--- src/rtl/adc_ramp_train_ctrl_pkg.sv ---
// adc_train_pkg: shared types and constants for the ADC ramp training slice.
//   train_state_e : sequencer states
//   ITER_CNT_W    : width of the shared settle/check wait counter
//   PASS_CNT_W    : width of the per-channel consecutive-pass counter (PASS_COUNT <= 15)
//   slip_w()      : bitslip position width for a given PARALLEL_PATH_NUM
package adc_train_pkg;

    typedef enum logic [2:0] {
        ST_IDLE,
        ST_CFG_ON,
        ST_SETTLE,
        ST_DETECT,
        ST_WAIT,
        ST_EVAL,
        ST_CFG_OFF,
        ST_DONE
    } train_state_e;

    localparam int ITER_CNT_W = 16;
    localparam int PASS_CNT_W = 4;
    localparam int NUM_CH     = 4;

    // H and L halves of every parallel path are separate slip positions.
    function automatic int slip_w(input int parallel_path_num);
        return $clog2(2 * parallel_path_num);
    endfunction

endpackage

--- src/rtl/adc_ramp_train_ctrl_if.sv ---
// adc_ramp_train_ctrl_if: start/status, config handshake, ramp checker and
// deserializer bitslip signals of the training sequencer.
//   master : sequencer view (drives detect_in, bitslip, cfg_*, status)
//   slave  : environment view (drives start, adc_is_ramp, cfg_ack)
interface adc_ramp_train_ctrl_if #(
    parameter int PARALLEL_PATH_NUM = 4
);
    import adc_train_pkg::*;

    localparam int SW = slip_w(PARALLEL_PATH_NUM);

    logic                 start;
    logic [NUM_CH-1:0]    adc_is_ramp;
    logic                 cfg_ack;
    logic                 detect_in;
    logic [NUM_CH-1:0]    bitslip;
    logic                 cfg_req;
    logic                 cfg_test_mode;
    logic                 busy;
    logic                 done;
    logic [NUM_CH-1:0]    locked;
    logic [NUM_CH-1:0]    fail;
    logic [NUM_CH*SW-1:0] slip_pos;

    modport master (
        input  start, adc_is_ramp, cfg_ack,
        output detect_in, bitslip, cfg_req, cfg_test_mode,
               busy, done, locked, fail, slip_pos
    );

    modport slave (
        output start, adc_is_ramp, cfg_ack,
        input  detect_in, bitslip, cfg_req, cfg_test_mode,
               busy, done, locked, fail, slip_pos
    );

endinterface

--- src/rtl/adc_ramp_train_ctrl_chan_tracker.sv ---
// adc_train_chan_tracker: per-channel alignment state.
//   clk, rst     : clock, synchronous active-high reset
//   clr          : clear all results at training start
//   eval         : one-cycle strobe in EVAL; ramp is only looked at here
//   ramp         : ramp-good flag for this channel
//   slip_req     : one-cycle bitslip pulse, the cycle after a failing EVAL
//   locked, fail : final per-channel result, frozen once either is set
//   settled_next : locked|fail as they will be after this cycle
//   slip_pos     : current bitslip count
module adc_train_chan_tracker
    import adc_train_pkg::*;
#(
    parameter int NPOS       = 8,
    parameter int PASS_COUNT = 4,
    parameter int SW         = 3
) (
    input  logic          clk,
    input  logic          rst,
    input  logic          clr,
    input  logic          eval,
    input  logic          ramp,
    output logic          slip_req,
    output logic          locked,
    output logic          fail,
    output logic          settled_next,
    output logic [SW-1:0] slip_pos
);

    localparam logic [SW-1:0]         LAST_POS = SW'(NPOS - 1);
    localparam logic [PASS_CNT_W-1:0] PASS_TGT = PASS_CNT_W'(PASS_COUNT);

    logic [PASS_CNT_W-1:0] pass_cnt, pass_cnt_d;
    logic [SW-1:0]         slip_pos_d;
    logic                  locked_d, fail_d, slip_d;

    always_comb begin
        pass_cnt_d = pass_cnt;
        slip_pos_d = slip_pos;
        locked_d   = locked;
        fail_d     = fail;
        slip_d     = 1'b0;
        if (clr) begin
            pass_cnt_d = '0;
            slip_pos_d = '0;
            locked_d   = 1'b0;
            fail_d     = 1'b0;
        end else if (eval && !locked && !fail) begin
            if (ramp) begin
                pass_cnt_d = pass_cnt + 1'b1;
                if (pass_cnt_d == PASS_TGT) locked_d = 1'b1;
            end else if (slip_pos != LAST_POS) begin
                // Any failure restarts the consecutive-pass run at the new slip.
                pass_cnt_d = '0;
                slip_pos_d = slip_pos + 1'b1;
                slip_d     = 1'b1;
            end else begin
                fail_d = 1'b1;
            end
        end
    end

    assign settled_next = locked_d | fail_d;

    always_ff @(posedge clk) begin
        if (rst) begin
            pass_cnt <= '0;
            slip_pos <= '0;
            locked   <= 1'b0;
            fail     <= 1'b0;
            slip_req <= 1'b0;
        end else begin
            pass_cnt <= pass_cnt_d;
            slip_pos <= slip_pos_d;
            locked   <= locked_d;
            fail     <= fail_d;
            slip_req <= slip_d;
        end
    end

endmodule

--- src/rtl/adc_ramp_train_ctrl.sv ---
// adc_ramp_train_ctrl: ramp-pattern word alignment sequencer for four ADC
// channels. Puts the ADC into ramp test mode, runs detect/check iterations,
// bitslips each channel until it locks or runs out of positions, then restores
// normal mode.
//   clk, rst : clock, synchronous active-high reset
//   bus      : adc_ramp_train_ctrl_if.master (start/status, cfg handshake,
//              ramp checker and bitslip signals)
module adc_ramp_train_ctrl
    import adc_train_pkg::*;
#(
    parameter int PARALLEL_PATH_NUM = 4,
    parameter int SETTLE_CYCLES     = 16,
    parameter int CHECK_WAIT        = 64,
    parameter int PASS_COUNT        = 4
) (
    input  logic                   clk,
    input  logic                   rst,
    adc_ramp_train_ctrl_if.master  bus
);

    localparam int NPOS = 2 * PARALLEL_PATH_NUM;
    localparam int SW   = slip_w(PARALLEL_PATH_NUM);

    localparam logic [ITER_CNT_W-1:0] SETTLE_LAST = ITER_CNT_W'(SETTLE_CYCLES - 1);
    localparam logic [ITER_CNT_W-1:0] CHECK_LAST  = ITER_CNT_W'(CHECK_WAIT - 1);

    train_state_e state, state_nxt;
    logic [ITER_CNT_W-1:0] wait_cnt;
    logic start_pend;
    logic train_go;
    logic eval;
    logic done_q;

    logic [NUM_CH-1:0]         slip_v, locked_v, fail_v, settled_v;
    logic [NUM_CH-1:0][SW-1:0] slip_pos_v;

    // A start landing in the DONE cycle is remembered and taken in IDLE.
    assign train_go = (state == ST_IDLE) && (bus.start || start_pend);

    // State register
    always_ff @(posedge clk) begin
        if (rst) state <= ST_IDLE;
        else     state <= state_nxt;
    end

    // Next state
    always_comb begin
        state_nxt = state;
        case (state)
            ST_IDLE:    if (train_go)                state_nxt = ST_CFG_ON;
            ST_CFG_ON:  if (bus.cfg_ack)             state_nxt = ST_SETTLE;
            ST_SETTLE:  if (wait_cnt == SETTLE_LAST) state_nxt = ST_DETECT;
            ST_DETECT:                               state_nxt = ST_WAIT;
            ST_WAIT:    if (wait_cnt == CHECK_LAST)  state_nxt = ST_EVAL;
            ST_EVAL:    state_nxt = (&settled_v) ? ST_CFG_OFF : ST_SETTLE;
            ST_CFG_OFF: if (bus.cfg_ack)             state_nxt = ST_DONE;
            ST_DONE:                                 state_nxt = ST_IDLE;
            default:                                 state_nxt = ST_IDLE;
        endcase
    end

    // Outputs
    always_comb begin
        bus.cfg_req       = 1'b0;
        bus.cfg_test_mode = 1'b0;
        bus.detect_in     = 1'b0;
        bus.busy          = 1'b1;
        eval              = 1'b0;
        case (state)
            ST_IDLE, ST_DONE: bus.busy = 1'b0;
            ST_CFG_ON: begin
                bus.cfg_req       = 1'b1;
                bus.cfg_test_mode = 1'b1;
            end
            ST_CFG_OFF: bus.cfg_req   = 1'b1;
            ST_DETECT:  bus.detect_in = 1'b1;
            ST_EVAL:    eval          = 1'b1;
            default: ;
        endcase
    end

    // One counter serves both SETTLE and WAIT; it restarts on every state change.
    always_ff @(posedge clk) begin
        if (rst || state != state_nxt) wait_cnt <= '0;
        else if (state == ST_SETTLE || state == ST_WAIT) wait_cnt <= wait_cnt + 1'b1;
    end

    always_ff @(posedge clk) begin
        if (rst) begin
            start_pend <= 1'b0;
            done_q     <= 1'b0;
        end else begin
            if (state == ST_DONE && bus.start) start_pend <= 1'b1;
            else if (state == ST_IDLE)         start_pend <= 1'b0;
            if (state == ST_CFG_OFF && bus.cfg_ack) done_q <= 1'b1;
            else if (train_go)                      done_q <= 1'b0;
        end
    end

    for (genvar ch = 0; ch < NUM_CH; ch++) begin : g_ch
        adc_train_chan_tracker #(
            .NPOS       (NPOS),
            .PASS_COUNT (PASS_COUNT),
            .SW         (SW)
        ) u_trk (
            .clk          (clk),
            .rst          (rst),
            .clr          (train_go),
            .eval         (eval),
            .ramp         (bus.adc_is_ramp[ch]),
            .slip_req     (slip_v[ch]),
            .locked       (locked_v[ch]),
            .fail         (fail_v[ch]),
            .settled_next (settled_v[ch]),
            .slip_pos     (slip_pos_v[ch])
        );
    end

    assign bus.done     = done_q;
    assign bus.bitslip  = slip_v;
    assign bus.locked   = locked_v;
    assign bus.fail     = fail_v;
    assign bus.slip_pos = slip_pos_v;

endmodule

--- src/flat_wrapper.sv ---
// flat-port wrapper written by rule: the top's interface ports become plain ports
module adc_ramp_train_ctrl_flat import adc_train_pkg::*;
#(
    parameter int PARALLEL_PATH_NUM = 4,
    parameter int SETTLE_CYCLES     = 16,
    parameter int CHECK_WAIT        = 64,
    parameter int PASS_COUNT        = 4
)
  (clk, rst, bus_start, bus_adc_is_ramp, bus_cfg_ack, bus_detect_in, bus_bitslip, bus_cfg_req, bus_cfg_test_mode, bus_busy, bus_done, bus_locked, bus_fail, bus_slip_pos);
  adc_ramp_train_ctrl_if #(.PARALLEL_PATH_NUM(PARALLEL_PATH_NUM)) bus_i ();
  input  logic clk;
  input  logic rst;
  input wire logic [$bits(bus_i.start)-1:0] bus_start;
  input wire logic [$bits(bus_i.adc_is_ramp)-1:0] bus_adc_is_ramp;
  input wire logic [$bits(bus_i.cfg_ack)-1:0] bus_cfg_ack;
  output wire logic [$bits(bus_i.detect_in)-1:0] bus_detect_in;
  output wire logic [$bits(bus_i.bitslip)-1:0] bus_bitslip;
  output wire logic [$bits(bus_i.cfg_req)-1:0] bus_cfg_req;
  output wire logic [$bits(bus_i.cfg_test_mode)-1:0] bus_cfg_test_mode;
  output wire logic [$bits(bus_i.busy)-1:0] bus_busy;
  output wire logic [$bits(bus_i.done)-1:0] bus_done;
  output wire logic [$bits(bus_i.locked)-1:0] bus_locked;
  output wire logic [$bits(bus_i.fail)-1:0] bus_fail;
  output wire logic [$bits(bus_i.slip_pos)-1:0] bus_slip_pos;
  assign bus_i.start = bus_start;
  assign bus_i.adc_is_ramp = bus_adc_is_ramp;
  assign bus_i.cfg_ack = bus_cfg_ack;
  assign bus_detect_in = bus_i.detect_in;
  assign bus_bitslip = bus_i.bitslip;
  assign bus_cfg_req = bus_i.cfg_req;
  assign bus_cfg_test_mode = bus_i.cfg_test_mode;
  assign bus_busy = bus_i.busy;
  assign bus_done = bus_i.done;
  assign bus_locked = bus_i.locked;
  assign bus_fail = bus_i.fail;
  assign bus_slip_pos = bus_i.slip_pos;
  adc_ramp_train_ctrl #(.PARALLEL_PATH_NUM(PARALLEL_PATH_NUM), .SETTLE_CYCLES(SETTLE_CYCLES), .CHECK_WAIT(CHECK_WAIT), .PASS_COUNT(PASS_COUNT)) u_core (.clk(clk), .rst(rst), .bus(bus_i));
endmodule
--- config.mk ---
export PLATFORM = sky130hd
export DESIGN_NAME = adc_ramp_train_ctrl_flat
export DESIGN_NICKNAME = d
export VERILOG_FILES = /design/src/rtl/adc_ramp_train_ctrl_pkg.sv /design/src/rtl/adc_ramp_train_ctrl_if.sv /design/src/rtl/adc_ramp_train_ctrl_chan_tracker.sv /design/src/rtl/adc_ramp_train_ctrl.sv /design/src/flat_wrapper.sv
export SDC_FILE = /design/constraint.sdc
export NUM_CORES = 1
export LEC_CHECK = 0
export CORE_ASPECT_RATIO = 1.25
export CORE_MARGIN = 4
export CORE_UTILIZATION = 60
export DETAILED_ROUTE_END_ITERATION = 10
export MAX_ROUTING_LAYER = met4
export PLACE_DENSITY = 0.93
export RECOVER_POWER = 25
export SLEW_MARGIN = 25
export SYNTH_ARGS = -nofsm -noshare
export SYNTH_HDL_FRONTEND = slang
export SYNTH_SLANG_ARGS = --single-unit
--- constraint.sdc ---
create_clock -name clk -period 3.34 [get_ports clk]
set_input_delay 0.334 -clock clk [delete_from_list [all_inputs] [get_ports clk]]
set_output_delay 0.334 -clock clk [all_outputs]
set_load 0.1 [all_outputs]
==> results of run 1 <==
-- flip-flops by register name (all words and copies together) (netlist names) --
name	count
u_core.bus.done	1
u_core.g_ch.u_trk.locked	4
u_core.start_pend	1
u_core.g_ch.u_trk.slip_pos	12
u_core.g_ch.u_trk.pass_cnt	16
u_core.g_ch.u_trk.fail	4
u_core.wait_cnt	16
u_core.state	3
u_core.g_ch.u_trk.slip_req	4
-- synthesized netlist by cell type, drive strengths merged, types with 2 or more instances --
library cell	count	area, µm²
nor3	13	75.1
inv	5	18.8
xor2	14	123
nor2b	3	18.8
mux2i	8	80.1
ha	17	213
nor3b	7	52.6
dfxtp	61	1220
a31oi	4	25.0
buf	23	171
or4	3	22.5
or2b	2	15.0
and3b	2	20.0
a211oi	2	15.0
and2	4	26.3
nand2	24	90.1
a21o	2	15.0
nor2	66	248
a21oi	18	90.1
a32oi	6	52.6
or3	7	48.8
a22oi	3	22.5
nand4	5	31.3
nand3	10	50.1
xnor2	10	87.6
o21ai	12	60.1
nand4b	2	17.5
clkbuf	4	16.3
nand2b	8	50.1
-- routing by layer --
| layer | vias to the layer above | GRT usage (%) | wire (µm) |
|---|---|---|---|
| met3 | 12 | 5.68 | 308 |
| met5 | - | - | 0 |
| met2 | 55 | 37.9 | 3110 |
| met4 | 0 | 7.55 | 125 |
| li1 | 1298 | - | - |
| met1 | 1220 | 23.9 | 2770 |
-- report_power, final --
group          internal (W)  total [W]  switching (W)
sequential         0.000730   0.000738     0.00000747
clock              0.000439   0.000738       0.000300
combinational     0.0000284   0.000108      0.0000801
-- worst max-delay path: cells and delay by family (launching register included) --
kind,cells,cell delay (ns)
buffers and inverters,1,0.87
AND/OR/NAND/NOR,2,0.35
flip-flops,1,0.54
AO/OA/AOI/OAI,1,0.13
-- metrics by stage --
step / area, µm² / worst slack (ns)
2_1_floorplan: 3130 / 0.436
3_3_place_gp: 3370 / 1.03
3_5_place_dp: 3370 / 1.00
4_1_cts: 3600 / 1.04
5_1_grt: 3580 / 0.597
6_report: 3580 / 0.770
-- logic make-up (layout without fill, tap and decap cells) --
kind of cell	Yosys count	in the layout
AO/OA/AOI/OAI	58	58
XOR/XNOR	24	24
adder cells (fa/ha/maj)	17	17
buffers and inverters	32	58
flip-flops	61	61
multiplexers	8	8
AND/OR/NAND/NOR	163	163
-- worst max-delay path by stage --
stage                                          from                                  endpoint  slack (ns)  depth (start not counted)
5_1_grt                  u_core.state[2]$_SDFF_PP0_                                  bus_busy        0.60                          4
2_1_floorplan            u_core.state[1]$_SDFF_PP0_                               bus_cfg_req        0.44                          4
3_5_place_dp                              bus_start    u_core.g_ch[0].u_trk.locked$_SDFF_PP0_        1.00                          6
6_report                 u_core.state[2]$_SDFF_PP0_                                  bus_busy        0.77                          4
4_1_cts        u_core.g_ch[0].u_trk.fail$_SDFF_PP0_                               bus_fail[0]        1.04                          1
3_3_place_gp                              bus_start  u_core.g_ch[1].u_trk.slip_req$_SDFF_PP0_        1.03                          6
-- cell type report --
cell class / count / area share (%)
clock buffers: 10 / 3.84
inverters: 5 / 0.524
repair buffers: 37 / 9.68
well taps: 62 / 2.17
clock inverters: 6 / 2.41
multi-input cells: 270 / 47.3
flip-flops and latches: 61 / 34.1
==> qor.txt, run 1 <==
outcome - complete, no violations
Worst path max stage delay - 0.87 ns
Clock Latency Late Sink - 0.35 ns
Final Setup Violations - 0
commonest non-fill, non-tap cells in the layout - 66 x nor2_1, 61 x dfxtp_1, 32 x clkdlybuf4s50_1
commonest non-fill, non-tap cell in the layout - nor2_1
layout cells sized above 1 - 6.17%
routed len/inst - 14.0 µm
cts-stage hold buffer count - 0
Hold Path End - u_core.start_pend$_SDFFE_PP0P_
Tmin final - 2.57 ns
Post-synth EDFFs - 0
CTS tree - done
n_diodes - 0
Setup Buffers After CTS - 0
r2r setup slk - 1.04 ns
DRC - 0
Sequential Area - 0.00122 mm²
worst slew pin tran - 1.16 ns
asr flop ratio synth - 0%
htree depth - 3
Layout Cells excl Fill - 451
syn nets - 388
Post-Synth Simple-Gate Area - 26.3%
filler cell count - 403
Synth Instances - 363
initial antenna violation count - 0
FMAX - 389 MHz
MaxCap Viol Count - 0
post-synthesis sequential area ratio - 39.1%
routed vias/inst - 5.73
vias in the first global route - 2576
Hold Crit Class - reg -> reg
clock buffer depth - 2
utilization after layout - 70.5%
Yosys cell types - 53
Max stage delay cell, worst path - clkbuf_1
die height - 88.7 µm
GRT Total Usage - 21.8%
# port buffers - 36
worst path required time - 3.01 ns
clock sink count - 61
# resized after CTS - 0
Multi-input gate area - 0.00169 mm²
Synth warnings - 0
Detailed Routing Iterations Pass 1 - 4
Pleak - 1.35 nW
CP max FO - 12
Relative slew margins - 22.8%
io pins - 37
Setup Total Neg Slack - 0 ns
Critical Path AT - 2.24 ns
post-synthesis compound-gate area fraction - 12.0%
area grow syn2layout - 14.5%
gp weighted congestion - 0.853
startpoint class of the critical path - flop
overall power - 0.00158 W
Setup CP Type - reg -> out
combinational family with the most area after synthesis - simple AND/OR/NAND/NOR gates
Initial Utilization - 61.6%
post-synthesis register bit count - 61
Post-Syn Area - 0.00313 mm²
Pwr per Cell Area - 443 mW/mm²
hold_sp - u_core.start_pend$_SDFFE_PP0P_
Hold Worst Slack - 0.480 ns
worst reg2reg path depth - 5
Mapped Avg Cell Area - 8.61 µm²
Critical R2R Launch - u_core.state[2]$_SDFF_PP0_
Worst-path clk slew - 0.07 ns
DRT iter0 DRCs - 169
grt total ovfl - 0
placed cells - 435
clk root buf - clkbuf_8
mux share of post-synthesis cell area - 2.56%
element type at the critical path end - primary output
DP Wirelength - 4410 µm
Core Box Area - 0.00508 mm²
Final Skew - 0.00511 ns
Hold Vio Cnt, Final - 0
post-route ant nets - 0
largest net degree at the start of global routing - 20
RSZ-0062 raised after global routing - false
Max rail drop VDD - 0.000342 V
worst path cell trace - or2_0, nor2_1, a21oi_1, clkbuf_1
Post-synth top flop - dfxtp_1
DR vias - 2585
WHS Path Cells - 2
post-synthesis adder-cell area fraction - 6.80%
R2R Path End - u_core.g_ch[0].u_trk.locked$_SDFF_PP0_
Die Area - 0.00644 mm²
Tcrit/Tclk final - 76.9%
cts bufs inserted - 9
Synth Area in XOR/XNOR - 6.72%
final net count - 409
final-report max-slew violation count - 0
drt total wl - 6310 µm
first-pass GRT wire length - 10800 µm
# rows - 29
die width - 72.6 µm
Note: power is estimated with default switching activity, not from simulation.
==> inputs of run 2 (changes only) <==
- CORE_UTILIZATION: 60 -> 56
- PLACE_DENSITY: 0.93 -> 0.88
- clock period: 3.34 -> 2.6 ns (I/O delays scaled with it)
==> qor.txt, run 2 (synthesis results as in run 1) <==
outcome - complete, no violations (unchanged)
Worst Path Buf+Inv - 2 (was 1)
vias in the first global route - 2459 (was 2576)
initial antenna violation count - 0 (unchanged)
Clock Latency Late Sink - 0.34 ns (was 0.35 ns)
Setup CP Type - reg -> out (unchanged)
WHS Path Cells - 2 (unchanged)
grt met2 use - 32.2% (was 37.9%)
startpoint class of the critical path - flop (unchanged)
cts bufs inserted - 9 (unchanged)
post-route ant nets - 0 (unchanged)
Most Crowded Layer GR - met2 (unchanged)
die width - 74.8 µm (was 72.6 µm)
clk root buf - clkbuf_8 (unchanged)
commonest non-fill, non-tap cells in the layout - 65 x nor2_1, 61 x dfxtp_1, 25 x clkbuf_1 (was 66 x nor2_1, 61 x dfxtp_1, 32 x clkdlybuf4s50_1)
Comb pwr share - 8.5% (was 6.8%)
largest net degree at the start of global routing - 38 (was 20)
die height - 91.5 µm (was 88.7 µm)
met3 Use GR - 4.65% (was 5.68%)
htree depth - 3 (unchanged)
final-report max-slew violation count - 0 (unchanged)
Psw - 0.000455 W (was 0.000387 W)
CP max FO - 15 (was 12)
sequential share of power - 51.4% (was 46.6%)
Tmin final - 2.13 ns
routed len/inst - 13.3 µm (was 14.0 µm)
cts-stage hold buffer count - 0 (unchanged)
commonest non-fill, non-tap cell in the layout - nor2_1 (unchanged)
Final Skew - 0.00783 ns (was 0.00511 ns)
Worst-path clk slew - 0.07 ns (about the same)
io pins - 37 (unchanged)
GRT Total Usage - 19.9% (was 21.8%)
DR vias - 2565 (was 2585)
stages on the worst setup path - 5 (was 4)
Max stage delay cell, worst path - clkbuf_1 (unchanged)
drt total wl - 6070 µm (was 6310 µm)
Hold Crit Class - reg -> reg (unchanged)
element type at the critical path end - primary output (unchanged)
worst path required time - 2.34 ns (was 3.01 ns)
Tcrit/Tclk final - 82.0%
Setup Buffers After CTS - 0 (unchanged)
Pwr per Cell Area - 536 mW/mm² (was 443 mW/mm²)
dpl ws - 0.589 ns (was 1.00 ns)
Top Family by Delay on Critical Path - buffers and inverters (unchanged)
DRT iter0 DRCs - 154 (was 169)
clock buffer depth - 2 (unchanged)
CTS tree - done (unchanged)
# resized after CTS - 0 (unchanged)
Pleak - 1.31 nW (was 1.35 nW)
switching share of power - 24.8% (was 24.4%)
Int Power - 0.00138 W (was 0.00120 W)
Hold Vio Cnt, Final - 0 (unchanged)
FMAX - 469 MHz
Worst path max stage delay - 0.44 ns (was 0.87 ns)
RSZ-0062 raised after global routing - false (unchanged)
Setup Total Neg Slack - 0 ns (unchanged)
final net count - 411 (was 409)
routed vias/inst - 5.64 (was 5.73)
Final Setup Violations - 0 (unchanged)
clock sink count - 61 (unchanged)
DRC - 0 (unchanged)
Detailed Routing Iterations Pass 1 - 4 (unchanged)
layout cells sized above 1 - 8.44% (was 6.17%)
MaxCap Viol Count - 0 (unchanged)
Hold Worst Slack - 0.477 ns (was 0.480 ns)
gp weighted congestion - 0.822 (was 0.853)
n_diodes - 0 (unchanged)
top flop regs - u_core.g_ch.u_trk.pass_cnt x16, u_core.wait_cnt x16, u_core.g_ch.u_trk.slip_pos x12 (unchanged)
Core Box Area - 0.00541 mm² (was 0.00508 mm²)
worst reg2reg path depth - 6 (was 5)
Initial Utilization - 57.8% (was 61.6%)
Critical Path AT - 1.87 ns (was 2.24 ns)
Global Route met1 Usage - 22.9% (was 23.9%)
Relative slew margins - 22.4% (was 22.8%)
fin worst setup slack - 0.469 ns (was 0.770 ns)
worst slew pin tran - 1.17 ns (was 1.16 ns)
DP Wirelength - 4420 µm (was 4410 µm)
# port buffers - 36 (unchanged)
Max rail drop VDD - 0.000427 V (was 0.000342 V)
worst path cell trace - clkbuf_1, nand2b_1, nor2_2, a21o_1, buf_4 (was or2_0, nor2_1, a21oi_1, clkbuf_1)
# rows - 30 (was 29)
Die Area - 0.00685 mm² (was 0.00644 mm²)
grt total ovfl - 0 (unchanged)
first-pass GRT wire length - 10500 µm (was 10800 µm)
area grow syn2layout - 9.52% (was 14.5%)
Clk pwr share - 40.1% (was 46.6%)
## run 2: changes by cell type in the layout (fill, tap and decap cells not counted), moves of 2 or more
cell and change:
clkdlybuf4s50_1 -25, buf_4 +9, bufinv_16 -2, clkbuf_1 +22
## run 2: area by class of cell
cell class	instances	area [µm²]
Fill cell	482	1980
Clock inverter	1	5.00
Multi-Input combinational cell	270	1700
Timing Repair Buffer	39	231
Clock buffer	15	166
Sequential cell	61	1220
Inverter	5	18.8
Tap cell	64	80.1
## run 2: path summary, 6_finish.rpt
path | start | to | slack (ns)
setup / recovery | u_core.state[0]$_SDFF_PP0_ | bus_cfg_req | 0.47
hold / removal | u_core.bus.done$_SDFFE_PP0P_ | u_core.bus.done$_SDFFE_PP0P_ | 0.48
setup reg to reg | u_core.state[0]$_SDFF_PP0_ | u_core.wait_cnt[13]$_SDFFE_PP0P_ | 0.54
hold reg to reg | u_core.bus.done$_SDFFE_PP0P_ | u_core.bus.done$_SDFFE_PP0P_ | 0.48
## run 2: power groups by stage
stage / Combinational [W] / Clock, W / Sequential [W]
2_1_floorplan: 0.000127 / 0 / 0.000963
3_3_place_gp: 0.000155 / 0 / 0.000964
3_5_place_dp: 0.000158 / 0 / 0.000964
4_1_cts: 0.000158 / 0.000750 / 0.000943
5_1_grt: 0.000166 / 0.000795 / 0.000944
6_report: 0.000156 / 0.000736 / 0.000943
## run 2: through the flow
stage / utilization (%) / instances / area (µm²) / power (W)
final: 63.4 / 455 / 3420 / 0.00184
after global routing: 63.4 / 455 / 3420 / 0.00191
after CTS: 64.8 / 455 / 3500 / 0.00185
after detailed placement: 61.6 / 439 / 3330 / 0.00112
after global placement: 61.6 / 439 / 3330 / 0.00112
after floorplan: - / 363 / 3130 / 0.00109
## run 2: worst reg2reg max path: cells and delay by family (launching register included)
family | cells | cell delay (ns)
buffers and inverters | 1 | 0.44
DFF | 1 | 0.33
AOI/OAI and AO/OA | 2 | 0.52
and+or+nand+nor | 3 | 0.63
## run 2: routing by layer
metal / up-vias / share of wire [%]
met4: 0 / 1.5
met5: - / 0
met2: 48 / 50
met1: 1211 / 44
met3: 8 / 4.5
li1: 1298 / -
==> inputs of run 3 (changes only) <==
- CORE_UTILIZATION: 56 -> 50
- PLACE_DENSITY: 0.88 -> 0.83
- clock period: 2.6 -> 1.72 ns (I/O delays scaled with it)
==> qor.txt, run 3 (synthesis results as in run 1) <==
outcome - finished, violations left (was complete, no violations)
htree depth - 3 (unchanged)
Clock Latency Late Sink - 0.35 ns (was 0.34 ns)
largest net degree at the start of global routing - 38 (unchanged)
Hold Crit Class - reg -> reg (unchanged)
die width - 78.7 µm (was 74.8 µm)
GRT Total Usage - 21.4% (was 19.9%)
drt total wl - 7550 µm (was 6070 µm)
r2r setup slk - -0.04 ns (was 0.54 ns)
Worst-path clk slew - 0.07 ns (about the same)
DRC - 0 (unchanged)
die height - 96.4 µm (was 91.5 µm)
clock buffer depth - 2 (unchanged)
Max rail drop VDD - 0.000590 V (was 0.000427 V)
Detailed Routing Iterations Pass 1 - 5 (was 4)
vias in the first global route - 2701 (was 2459)
post-route ant nets - 0 (unchanged)
cts bufs inserted - 9 (unchanged)
top flop regs - u_core.g_ch.u_trk.pass_cnt x16, u_core.wait_cnt x16, u_core.g_ch.u_trk.slip_pos x12 (unchanged)
filler cell count - 425 (was 482)
io pins - 37 (unchanged)
routed len/inst - 14.7 µm (was 13.3 µm)
Relative slew margins - 64.1% (was 22.4%)
Die Area - 0.00759 mm² (was 0.00685 mm²)
startpoint class of the critical path - flop (unchanged)
Tmin final - 1.76 ns
clk root buf - clkbuf_8 (unchanged)
Tcrit/Tclk final - 102%
DR vias - 2814 (was 2565)
fin worst setup slack - -0.0399 ns (was 0.469 ns)
# rows - 31 (was 30)
FMAX - 568 MHz
failing checks - setup timing
Max stage delay cell, worst path - dfxtp_1 (was clkbuf_1)
grt total ovfl - 0 (unchanged)
Pleak - 1.71 nW (was 1.31 nW)
# port buffers - 36 (unchanged)
worst slew pin tran - 0.540 ns (was 1.17 ns)
R2R Path End - u_core.g_ch[3].u_trk.slip_pos[2]$_SDFFE_PP0P_ (was u_core.wait_cnt[13]$_SDFFE_PP0P_)
Critical Path AT - 2.00 ns (was 1.87 ns)
Final Setup Violations - 10 (was 0)
Worst Path Buf+Inv - 1 (was 2)
CP max FO - 3 (was 15)
final net count - 450 (was 411)
cts-stage hold buffer count - 0 (unchanged)
commonest non-fill, non-tap cells in the layout - 65 x nor2_1, 49 x buf_4, 48 x dfxtp_1 (was 65 x nor2_1, 61 x dfxtp_1, 25 x clkbuf_1)
worst reg2reg path depth - 6 (unchanged)
Pwr per Cell Area - 750 mW/mm² (was 536 mW/mm²)
Core Box Area - 0.00593 mm² (was 0.00541 mm²)
Top Family by Delay on Critical Path - simple AND/OR/NAND/NOR gates (was buffers and inverters)
Setup CP Type - reg -> reg (was reg -> out)
DP Wirelength - 4870 µm (was 4420 µm)
Hold Worst Slack - 0.473 ns (was 0.477 ns)
Hold Path End - u_core.start_pend$_SDFFE_PP0P_ (was u_core.bus.done$_SDFFE_PP0P_)
worst path required time - 1.96 ns (was 2.34 ns)
Worst path max stage delay - 0.40 ns (was 0.44 ns)
DRT iter0 DRCs - 192 (was 154)
Hold Vio Cnt, Final - 0 (unchanged)
MaxCap Viol Count - 0 (unchanged)
routed vias/inst - 5.50 (was 5.64)
gp weighted congestion - 0.848 (was 0.822)
commonest non-fill, non-tap cell in the layout - nor2_1 (unchanged)
clock sink count - 61 (unchanged)
WHS Path Cells - 2 (unchanged)
RSZ-0062 raised after global routing - true (was false)
final-report max-slew violation count - 0 (unchanged)
Initial Utilization - 52.7% (was 57.8%)
element type at the critical path end - flop (was primary output)
Final Skew - 0.00569 ns (was 0.00783 ns)
Critical R2R Launch - u_core.state[2]$_SDFF_PP0_ (was u_core.state[0]$_SDFF_PP0_)
Setup Total Neg Slack - -0.187 ns (was 0 ns)
area grow syn2layout - 34.8% (was 9.52%)
CTS tree - done (unchanged)
hold_sp - u_core.start_pend$_SDFFE_PP0P_ (was u_core.bus.done$_SDFFE_PP0P_)
worst path cell trace - nand3b_1, buf_6, or3_4, nor3_4, mux2i_1, nor2_1 (was clkbuf_1, nand2b_1, nor2_2, a21o_1, buf_4)
initial antenna violation count - 0 (unchanged)
n_diodes - 0 (unchanged)
layout cells sized above 1 - 30.5% (was 8.44%)
first-pass GRT wire length - 12400 µm (was 10500 µm)
## run 3: cell types whose count changed in the layout (fill, tap and decap cells not counted), moves of 5 or more
cell,before,now
buf_12,0,13
buf_4,11,49
buf_6,0,5
clkbuf_1,25,0
dfxtp_1,61,48
dfxtp_2,0,8
dfxtp_4,0,5
nor3_1,11,4
o21ai_0,12,6
o21ai_1,0,5
## run 3: worst max path at each step
stage | startpoint | end | slack, ns | cells past startpoint
3_3_place_gp | bus_start | u_core.state[2]$_SDFF_PP0_ | -0.03 | 6
2_1_floorplan | u_core.state[1]$_SDFF_PP0_ | bus_cfg_req | -0.55 | 4
5_1_grt | u_core.g_ch[1].u_trk.pass_cnt[0]$_SDFFE_PP0P_ | u_core.state[2]$_SDFF_PP0_ | -0.12 | 6
6_report | u_core.state[2]$_SDFF_PP0_ | u_core.g_ch[3].u_trk.slip_pos[2]$_SDFFE_PP0P_ | -0.04 | 6
3_5_place_dp | u_core.state[1]$_SDFF_PP0_ | u_core.g_ch[3].u_trk.slip_pos[2]$_SDFFE_PP0P_ | -0.13 | 6
4_1_cts | u_core.state[1]$_SDFF_PP0_ | u_core.g_ch[3].u_trk.slip_pos[2]$_SDFFE_PP0P_ | -0.03 | 6
## run 3: routing by layer
metal / global-route usage, % / vias up / routed length [µm]
met4: 13.8 / 0 / 180
met2: 33.2 / 103 / 3670
met3: 4.64 / 21 / 437
li1: - / 1382 / -
met1: 25.2 / 1308 / 3260
met5: - / - / 0
## run 3: report_power, final
part	internal, W	switching, W
clock	0.000807	0.000597
sequential	0.00141	0.00000598
combinational	0.000143	0.000198
total	0.00236	0.000800
## run 3: area by class of cell
type	count	area, µm²	share of cell area, %
Multi-Input combinational cell	270	1850	44.0
Sequential cell	61	1250	29.7
Timing Repair Buffer	78	774	18.4
Clock buffer	9	124	2.94
Tap cell	82	103	2.43
Clock inverter	7	90.1	2.14
Inverter	5	18.8	0.445
## run 3: worst min-delay path, delay by kind of cell, from the launching register on
family           cells  cell delay, ns
flip-flops           1            0.32
AND/OR/NAND/NOR      1            0.05
AO/OA/AOI/OAI        1            0.05
## run 3: per-stage QoR
stage | setup slack (ns) | cell area, µm² | instances | power (W) | utilization, %
finish | -0.0399 | 4210 | 512 | 0.00316 | 71.0
global placement | -0.0309 | 3830 | 494 | 0.00177 | 64.5
global route | -0.121 | 4210 | 512 | 0.00328 | 71.0
floorplan | -0.549 | 3170 | 363 | 0.00165 | -
detailed placement | -0.134 | 3830 | 494 | 0.00177 | 64.5
CTS | -0.0304 | 4120 | 512 | 0.00318 | 69.4
## run 3: what timing repair did
item | CTS | global route
hold endpoints to repair | 0 | 0
setup buffers | 2 | 0
pin swaps | 2 | 5
gates resized for setup | 13 | 26
setup endpoints to repair | 24 | 48
